==> config.mk <==
export PLATFORM = sky130hd
export DESIGN_NAME = top_level_sys_flat
export DESIGN_NICKNAME = d
export VERILOG_FILES = /design/src/rtl/top_level_sys_if.sv /design/src/rtl/top_level_sys.sv /design/src/flat_wrapper.sv
export SDC_FILE = /design/constraint.sdc
export NUM_CORES = 1
export LEC_CHECK = 0
export CORE_MARGIN = 2
export CORE_UTILIZATION = 30
export DETAILED_ROUTE_END_ITERATION = 10
export PLACE_DENSITY = 0.59
export SKIP_CTS_REPAIR_TIMING = 1
export SYNTH_ARGS = -nofsm -noshare
export SYNTH_HDL_FRONTEND = slang
export SYNTH_SLANG_ARGS = --single-unit
==> constraint.sdc <==
create_clock -name CLOCK_50 -period 4.1 [get_ports CLOCK_50]
set_input_delay 1.025 -clock CLOCK_50 [delete_from_list [all_inputs] [get_ports CLOCK_50]]
set_output_delay 1.025 -clock CLOCK_50 [all_outputs]
set_load 0.05 [all_outputs]
==> src/rtl/top_level_sys_if.sv <==
// Board I/O bundle for the Project2 display counter: push button in,
// three seven-segment digits and the run LED out.
interface top_level_sys_if;
  logic       toggleBtn;
  logic [6:0] HEX0;
  logic [6:0] HEX1;
  logic [6:0] HEX2;
  logic       LEDG;

  modport master (
    output toggleBtn,
    input  HEX0, HEX1, HEX2, LEDG
  );

  modport slave (
    input  toggleBtn,
    output HEX0, HEX1, HEX2, LEDG
  );
endinterface

==> src/rtl/top_level_sys.sv <==
// Project2 display counter: prescaled 000..999 BCD counter on active-low 7-seg
// displays, run/pause push button. Define TOP_LEVEL_DEBOUNCE_EN for debounce.
module top_level_sys #(
  parameter int unsigned TICK_DIV        = 5000000,
  parameter int unsigned DEBOUNCE_CYCLES = 1000
) (
  input  logic           CLOCK_50,
  input  logic           reset_n,
  top_level_sys_if.slave io
);

  localparam int unsigned   PW         = (TICK_DIV > 2) ? $clog2(TICK_DIV) : 1;
  localparam logic [PW-1:0] PRESC_LAST = PW'(TICK_DIV - 1);

  if (TICK_DIV < 2) begin : g_bad_tick_div
    $error("TICK_DIV must be >= 2");
  end
  if (DEBOUNCE_CYCLES < 1) begin : g_bad_debounce
    $error("DEBOUNCE_CYCLES must be >= 1");
  end

  typedef enum logic {PAUSED = 1'b0, RUNNING = 1'b1} run_state_e;

  run_state_e    run_q, run_d;
  logic          sync1_q, sync2_q, level_prev_q;
  logic          btn_level, press, tick;
  logic [PW-1:0] presc_q, presc_d;
  logic [3:0]    ones_q, ones_d, tens_q, tens_d, hund_q, hund_d;

  always_ff @(posedge CLOCK_50 or negedge reset_n) begin
    if (!reset_n) begin
      sync1_q      <= 1'b1;
      sync2_q      <= 1'b1;
      level_prev_q <= 1'b1;
    end else begin
      sync1_q      <= io.toggleBtn;
      sync2_q      <= sync1_q;
      level_prev_q <= btn_level;
    end
  end

`ifdef TOP_LEVEL_DEBOUNCE_EN
  localparam int unsigned DW = $clog2(DEBOUNCE_CYCLES + 1);

  logic [DW-1:0] db_cnt_q, db_cnt_d;
  logic          db_q, db_d;

  // Any cycle where the input agrees with the debounced level restarts the run.
  always_comb begin
    db_d     = db_q;
    db_cnt_d = '0;
    if (sync2_q != db_q) begin
      if (db_cnt_q == DW'(DEBOUNCE_CYCLES - 1)) db_d = sync2_q;
      else                                      db_cnt_d = db_cnt_q + DW'(1);
    end
  end

  always_ff @(posedge CLOCK_50 or negedge reset_n) begin
    if (!reset_n) begin
      db_q     <= 1'b1;
      db_cnt_q <= '0;
    end else begin
      db_q     <= db_d;
      db_cnt_q <= db_cnt_d;
    end
  end

  assign btn_level = db_q;
`else
  assign btn_level = sync2_q;
`endif

  assign press = level_prev_q & ~btn_level;
  assign tick  = (run_q == RUNNING) && (presc_q == PRESC_LAST);

  // Run/pause state machine; the tick above uses the pre-toggle state.
  always_comb begin
    run_d = run_q;
    if (press) run_d = (run_q == RUNNING) ? PAUSED : RUNNING;
  end

  always_comb begin
    presc_d = presc_q;
    ones_d  = ones_q;
    tens_d  = tens_q;
    hund_d  = hund_q;
    if (run_q == RUNNING) presc_d = tick ? '0 : presc_q + PW'(1);
    if (tick) begin
      if (ones_q == 4'd9) begin
        ones_d = '0;
        if (tens_q == 4'd9) begin
          tens_d = '0;
          hund_d = (hund_q == 4'd9) ? '0 : hund_q + 4'd1;
        end else begin
          tens_d = tens_q + 4'd1;
        end
      end else begin
        ones_d = ones_q + 4'd1;
      end
    end
  end

  always_ff @(posedge CLOCK_50 or negedge reset_n) begin
    if (!reset_n) begin
      run_q   <= RUNNING;
      presc_q <= '0;
      ones_q  <= '0;
      tens_q  <= '0;
      hund_q  <= '0;
    end else begin
      run_q   <= run_d;
      presc_q <= presc_d;
      ones_q  <= ones_d;
      tens_q  <= tens_d;
      hund_q  <= hund_d;
    end
  end

  function automatic logic [6:0] seg7(input logic [3:0] d);
    case (d)
      4'd0:    seg7 = 7'b1000000;
      4'd1:    seg7 = 7'b1111001;
      4'd2:    seg7 = 7'b0100100;
      4'd3:    seg7 = 7'b0110000;
      4'd4:    seg7 = 7'b0011001;
      4'd5:    seg7 = 7'b0010010;
      4'd6:    seg7 = 7'b0000010;
      4'd7:    seg7 = 7'b1111000;
      4'd8:    seg7 = 7'b0000000;
      4'd9:    seg7 = 7'b0010000;
      default: seg7 = 7'b1111111;
    endcase
  endfunction

  assign io.HEX0 = seg7(ones_q);
  assign io.HEX1 = seg7(tens_q);
  assign io.HEX2 = seg7(hund_q);
  assign io.LEDG = (run_q == RUNNING);

endmodule

==> src/flat_wrapper.sv <==
// flat-port wrapper written by rule: the top's interface ports become plain ports
module top_level_sys_flat 
#(
  parameter int unsigned TICK_DIV        = 5000000,
  parameter int unsigned DEBOUNCE_CYCLES = 1000
)
  (CLOCK_50, reset_n, io_toggleBtn, io_HEX0, io_HEX1, io_HEX2, io_LEDG);
  top_level_sys_if io_i ();
  input  logic CLOCK_50;
  input  logic reset_n;
  input wire logic [$bits(io_i.toggleBtn)-1:0] io_toggleBtn;
  output wire logic [$bits(io_i.HEX0)-1:0] io_HEX0;
  output wire logic [$bits(io_i.HEX1)-1:0] io_HEX1;
  output wire logic [$bits(io_i.HEX2)-1:0] io_HEX2;
  output wire logic [$bits(io_i.LEDG)-1:0] io_LEDG;
  assign io_i.toggleBtn = io_toggleBtn;
  assign io_HEX0 = io_i.HEX0;
  assign io_HEX1 = io_i.HEX1;
  assign io_HEX2 = io_i.HEX2;
  assign io_LEDG = io_i.LEDG;
  top_level_sys #(.TICK_DIV(TICK_DIV), .DEBOUNCE_CYCLES(DEBOUNCE_CYCLES)) u_core (.CLOCK_50(CLOCK_50), .reset_n(reset_n), .io(io_i));
endmodule
; Word-level counts from Yosys, hierarchy flattened
; Memory sizes are Yosys's and may differ from the RTL's.
; Cells that the tools add are included.
[word_totals]
reg_bits = 39
latchBits = 0
mem_bits_rw = 0
rom_bits = 336
inputBits = 3
out_inout_bits = 22
elab_cells = 29
n_memories = 3
[memory_table]
columns = name, words, word_bits, rd, rd_clocked_by_memory_dff, write_ports, line_no
row1 = (no name shown), 16, 7, 1, 0, 0, top_level_sys.sv:120  ; case (d)
row2 = (no name shown), 16, 7, 1, 0, 0, top_level_sys.sv:120
row3 = (no name shown), 16, 7, 1, 0, 0, top_level_sys.sv:120
[classes]
add_sub_neg = 4
multipliers = 0
n_div = 0
n_lt_le_gt_ge = 0
n_eq_ne = 4
shifts = 0
muxes = 5
bitwise_logic = 2
reduce_logical = 3
[ops]
columns = op, n
row1 = "23-bit by 1-bit adder with 23-bit output, second input constant", 1
row2 = "23-bit == test, second input constant", 1
row3 = 23-bit 2-to-1 mux, 1
row4 = "4-bit by 1-bit adder with 4-bit output, second input constant", 3
row5 = "4-bit == test, second input constant", 3
row6 = 4-bit 2-to-1 mux, 3
row7 = 3-bit AND reduction, 1
row8 = 2-bit AND reduction, 1
row9 = 1-bit bitwise AND, 1
row10 = 1-bit logical AND, 1
row11 = 1-bit 2-to-1 mux, 1
row12 = 1-bit inverter, 1

; Logic depth before layout (Yosys ltp)
; Gate-level depths: netlist of run 1.
[logic_depth]
word_depth = 3
mapped_depth = 6
mapped_depth_nobuf = 6

; Worst setup path before layout of run 1
; Ideal clock, no wire load.
[synth_timing]
kind = register to output
from = reg u_core.hund_q[3]
to = out io_HEX2[1]
t_arrival_ns = 1.959
t_required_ns = 3.075
path_slack_ns = 1.116
path_stages_with_launch = 4
n_path_buf = 1
path_cell_list = dfrtp_1 -> clkbuf_1 -> clkinv_1 -> o21ai_0
[synth_between]
elab_chain_len = 1
[synth_rtl]
columns = element, line_no
row1 = from (decl), top_level_sys.sv:28  ; logic [3:0] ones_q, ones_d, tens_q, tens_d, hund_q, hund_d;
row2 = from (signal assigned), top_level_sys.sv:115  ; hund_q <= hund_d;
row3 = memory 16 x 7 bit, n/a
row4 = to (decl), flat_wrapper.sv:14  ; output wire logic [$bits(io_i.HEX2)-1:0] io_HEX2;
; No other way between the ends.

; Final worst setup path of run 1
[layout_timing]
from = reg u_core.tens_q[1]
to = out io_HEX1[0]
[layout_between]
elab_chain_len = 1
[layout_rtl]
columns = element, line_no
row1 = from (decl), top_level_sys.sv:28
row2 = from (signal assigned), top_level_sys.sv:114  ; tens_q <= tens_d;
row3 = memory 16 x 7 bit, n/a
row4 = to (decl), flat_wrapper.sv:13  ; output wire logic [$bits(io_i.HEX1)-1:0] io_HEX1;
; No other way between the ends.

==> metrics.txt, run 1 <==
Iteration-0 DRC Markers=74; Top delay family on crit path=buffers and inverters; crit path max fanout=6; initial antenna violation count=0; Max Clk Rate=297 MHz; CTS tree=done; post-synth top area share=34.2%; IO Count=25; Max-Cap Viols=0; Critical Path End Type=output pin; most frequent cells in the layout=dfrtp_1 (35), nor2_1 (31), nand2_1 (24); skew final=7.09 ps; Worst R2R End=u_core.ones_q[1]; port bufs=24; DR WL/cell=12.3 um; WP buf/inv=2; DRC violations left=0; Total Routing Usage GR=11.7%; yosys warns=0; Post-synth EDFFs=0; register area share after synthesis=38.3%; Critical Path, Cell by Cell=inv_1 -> ha_1 -> or2_2 -> a21oi_1 -> nor2_1 -> clkdlybuf4s50_1; Routed WL=5050 um; outcome=complete, no violations; area leader, netlist=dfrtp_1; final setup TNS=0 ps; Inserted Diodes=0; async set-reset flop share out of synthesis=100%; commonest non-fill, non-tap cell in the layout=dfrtp_1; post-synthesis register bit count=39; critical path class=register to output pin; Pwr Density=323 nW/um2; largest stage delay on the critical path=690 ps; syn_area_per_cell=9.01 um2; post-layout util=36.4%; Lkg Pwr=1.25 nW; syn_nets=303; vias in the first global route=1,885; Placed Instance Area=2880 um2; cell count of the worst reg-to-reg path=4; CP required=3070 ps; via count=2,023; ANT nets after route=0; Hold Path Origin=u_core.sync1_q; final hold violations=0; PnR Total Power=0.000972 W; RSZ-0062 raised after global routing=no; Worst Hold Class=register to register; die extent in y=96.4 um; clk_lat worst skew=280 ps; FF-to-FF setup slack=1950 ps; Cell Area, Synth=2560 um2; RR Startpoint=u_core.io.LEDG; clock-pin slew on the worst setup and hold paths=70 ps; cell area after layout=3010 um2; Tcrit/Tclk final=82.1%; Worst path slowest cell=clkdlybuf4s50_1; row count=33; Worst VDD drop=0.000264 V; Max-Slew Margin vs Limit=43.3%; predominant post-synthesis flop cell=dfrtp_1; First-pass DRT Iterations=6; final slew viol count=0; first-pass GRT wire length=8740 um; dpl hpwl=3630 um; Root Buffer=clkbuf_8; Longest Clk Path Bufs=2; final setup violating endpoints=0; GR Overflow Total=0; initial core utilization=31.0%; CTS Buf Count=5; sink of the worst hold path=u_core.btn_level; Worst Hold Depth=0; Startpoint Class=register; ratio of cells with drive above 1 in the final layout=9.84%; fin nets=323; CTS sink count=39; H-tree depth=2; Worst-Margin Slew=850 ps; fin crit period=3370 ps; Data arrival, critical path=2340 ps; Distinct cells, synth=46; Syn-to-layout area delta=17.5%; Cells after Synth=284; Via density=4.93; core area=8260 um2; largest net degree at the start of global routing=40; dominant cells by area after synthesis=dfrtp_1 (34%), ha_1 (7.8%), nor2_1 (4.5%); Die Footprint=9290 um2; GPL Wtd Cong=0.764; chip width=96.4 um
sequential cells by signal (all words and copies together) (netlist names):
register,flops
u_core.io.LEDG,1
u_core.ones_q,4
u_core.hund_q,4
u_core.tens_q,4
u_core.btn_level,1
u_core.sync1_q,1
u_core.level_prev_q,1
u_core.presc_q,23
report_power, final:
group / switching (W) / total, W / internal (W)
Sequential: 0.0000591 / 0.000485 / 0.000426
Combinational: 0.0000631 / 0.000116 / 0.0000527
Clock: 0.000128 / 0.000372 / 0.000243
cell usage after synthesis (4+ instances only):
master     n
ha_1      16
dfrtp_1   35
o21ai_0   15
nor2_1    31
nand2_1   24
clkbuf_1   8
mux2_2     5
nand2b_1   6
inv_1     15
a31oi_1    4
xor2_1     7
mux2i_1    7
nor3_1     6
dfstp_2    4
nor4_1     6
nand4_1    8
xnor2_1   13
nand3_1   11
a21oi_1   18
and4_1     4
layer usage:
layer / track usage [%] / routed length [um] / share of wire [%] / vias up
met2: 18.6 / 2260 / 45 / 49
met1: 16.5 / 2580 / 51 / 938
met5: 0 / 0 / 0 / -
met4: 2.58 / 0 / 0 / 0
met3: 2.17 / 203 / 4.0 / 0
li1: - / - / - / 1036
worst register-to-register path: stages (launching register included):
cell and delay [ps]:
dfstp_2 640, and2_1 320, nand2_2 170, nor3_2 670, mux2i_1 260
worst max-delay path by stage:
stage | to | cells after the start | slack [ps] | from
2_1_floorplan | io_HEX2[1] | 3 | 1120 | u_core.hund_q[3]
3_3_place_gp | io_HEX2[4] | 5 | 1100 | u_core.hund_q[3]
3_5_place_dp | io_HEX1[0] | 6 | 1040 | u_core.tens_q[1]
4_1_cts | io_HEX1[0] | 6 | 730 | u_core.tens_q[1]
5_1_grt | io_HEX1[3] | 6 | 570 | u_core.tens_q[1]
6_report | io_HEX1[0] | 6 | 730 | u_core.tens_q[1]
cell families (layout without fill, tap and decap cells):
family / count (synthesis) / after routing / synth area share (%)
and+or+nand+nor: 125 / 125 / 27.8
AOI/OAI and AO/OA: 45 / 45 / 10.0
DFF: 39 / 39 / 38.3
buffers and inverters: 27 / 48 / 4.30
xor gates and xnor gates: 20 / 20 / 6.84
adders and majority gates: 16 / 16 / 7.82
muxes: 12 / 12 / 4.94
cell type report:
type | instances | area (um2)
clock inverters | 2 | 60.1
fillers | 857 | 5250
well taps | 105 | 131
clock buffers | 6 | 72.6
multi-input cells | 218 | 1470
inverters | 16 | 60.1
flip-flops and latches | 39 | 981
repair buffers | 24 | 235
stage by stage:
stage / hold WS [ps] / worst slack, ps / instances
after floorplan: 345 / 1120 / 284
after global placement: 349 / 1100 / 402
after detailed placement: 347 / 1040 / 402
after CTS: 362 / 731 / 410
after global routing: 366 / 570 / 410
final: 359 / 735 / 410
(Power assumes the default switching activity.)
==> inputs of run 2 (changes only) <==
clock period = 3.5 ns   (was 4.1 ns; I/O delays follow)
==> run 2 against run 1 <==
Critical path type unchanged. Cell count is the same. Global-route usage is 0.41 points higher. Worst hold slack hardly changed.
==> metrics.txt, run 2 (synthesized netlist as in run 1, its figures left out) <==
outcome=complete, no violations; met3 WL=182 um; CTS tree=done; die extent in y=96.4 um; Syn-to-layout area delta=17.5%; H-tree depth=2; Max-Cap Viols=0; row count=33; Top Layer Used=met4; PnR Total Power=0.00115 W; part of the power in the clock network=38.3%; first-pass GRT wire length=8980 um; Startpoint Class=register; initial antenna violation count=0; max reg flops=23; Int Power=0.000845 W; Lkg Pwr=1.25 nW; CTS Buf Count=5; met2 wire length=2350 um; Total Routing Usage GR=12.1%; Inserted Diodes=0; RR Startpoint=u_core.presc_q[0]; fin crit period=3230 ps; Tcrit/Tclk final=92.3%; vias in the first global route=1,945; CP startpoint=u_core.hund_q[1]; ANT nets after route=0; final setup TNS=0 ps; cell count of the worst reg-to-reg path=5; Worst Hold Class=register to register; Reg power frac=49.7%; DR WL/cell=12.7 um; Max Clk Rate=310 MHz; Max-Slew Margin vs Limit=43.8%; Critical Path End Type=output pin; CP required=2620 ps; core area=8260 um2; Via density=4.96; Hold Path Origin=u_core.sync1_q; fin nets=323; Routed WL=5190 um; Net Sw Frac=26.3%; skew final=6.75 ps; First-pass DRT Iterations=4; Die Footprint=9290 um2; GR Overflow Total=0; CTS sink count=39; most frequent cells in the layout=dfrtp_1 (35), nor2_1 (31), nand2_1 (24); initial core utilization=31.0%; final slew viol count=0; Pwr Density=381 nW/um2; port bufs=24; Sw Pwr=0.000301 W; GPL Wtd Cong=0.764; wl on met1=2630 um; power share of the combinational group=12.0%; Root Buffer=clkbuf_8; via count=2,034; Data arrival, critical path=2350 ps; IO Count=25; critical path class=register to output pin; clk_lat worst skew=290 ps; DRC violations left=0; RSZ-0062 raised after global routing=no; largest net degree at the start of global routing=40; dpl hpwl=3700 um; Worst VDD drop=0.000233 V; Worst-Margin Slew=843 ps; Longest Clk Path Bufs=2; Worst R2R End=u_core.ones_q[1]; FF-to-FF setup slack=1360 ps; Worst Hold Depth=0; Largest Register=u_core.presc_q; commonest non-fill, non-tap cell in the layout=dfrtp_1; final setup violating endpoints=0; chip width=96.4 um; final hold violations=0; Iteration-0 DRC Markers=81; crit path max fanout=7; sink of the worst hold path=u_core.btn_level; ratio of cells with drive above 1 in the final layout=9.84%; clock-pin slew on the worst setup and hold paths=80 ps
[run 2: cell counts in the layout (fill, tap and decap cells not counted)]
No cell type changed its count.
[run 2: power by group through the flow]
stage / clock network [W] / registers (W) / logic (W)
floorplan: 0 / 0.000572 / 0.000102
global placement: 0 / 0.000574 / 0.000135
detailed placement: 0 / 0.000576 / 0.000139
CTS: 0.000448 / 0.000569 / 0.000139
global route: 0.000467 / 0.000577 / 0.000154
finish: 0.000440 / 0.000570 / 0.000137
[run 2: worst max path at each step]
| stage | slack, ps | end |
|---|---|---|
| after global routing | 110 | io_HEX2[3] |
| final | 270 | io_HEX2[3] |
| after CTS | 250 | io_HEX2[3] |
| after global placement | 650 | io_HEX2[4] |
| after detailed placement | 590 | io_HEX2[3] |
| after floorplan | 670 | io_HEX2[1] |
[run 2: metrics by stage]
stage	util, %	std cells	area [um2]	hold slack [ps]	worst slack (ps)
6_report	36.4	410	3010	359	270
5_1_grt	36.4	410	3010	368	110
4_1_cts	36.4	410	3010	361	253
3_5_place_dp	34.8	402	2880	352	585
3_3_place_gp	34.8	402	2880	349	651
2_1_floorplan	-	284	2560	345	666
[run 2: area by class of cell]
| class | instances | area, um2 |
|---|---|---|
| clock inverter | 2 | 60.1 |
| timing repair buffer | 24 | 235 |
| tap | 105 | 131 |
| inverter | 16 | 60.1 |
| multi-input combinational | 218 | 1470 |
| clock buffer | 6 | 72.6 |
| fill | 863 | 5250 |
| sequential | 39 | 981 |
[run 2: critical path: stages (launching register included)]
cell	delay, ps
dfrtp_1	430
inv_1	150
ha_1	240
or2_2	280
a21oi_1	200
a31oi_1	60
clkdlybuf4s50_1	720
[run 2: per-layer routing]
layer  vias to the layer above  GRT usage [%]
li1                       1030              -
met1                       960           16.7
met2                        40           19.7
met3                         4           2.17
met4                         0           2.82
met5                         -              0
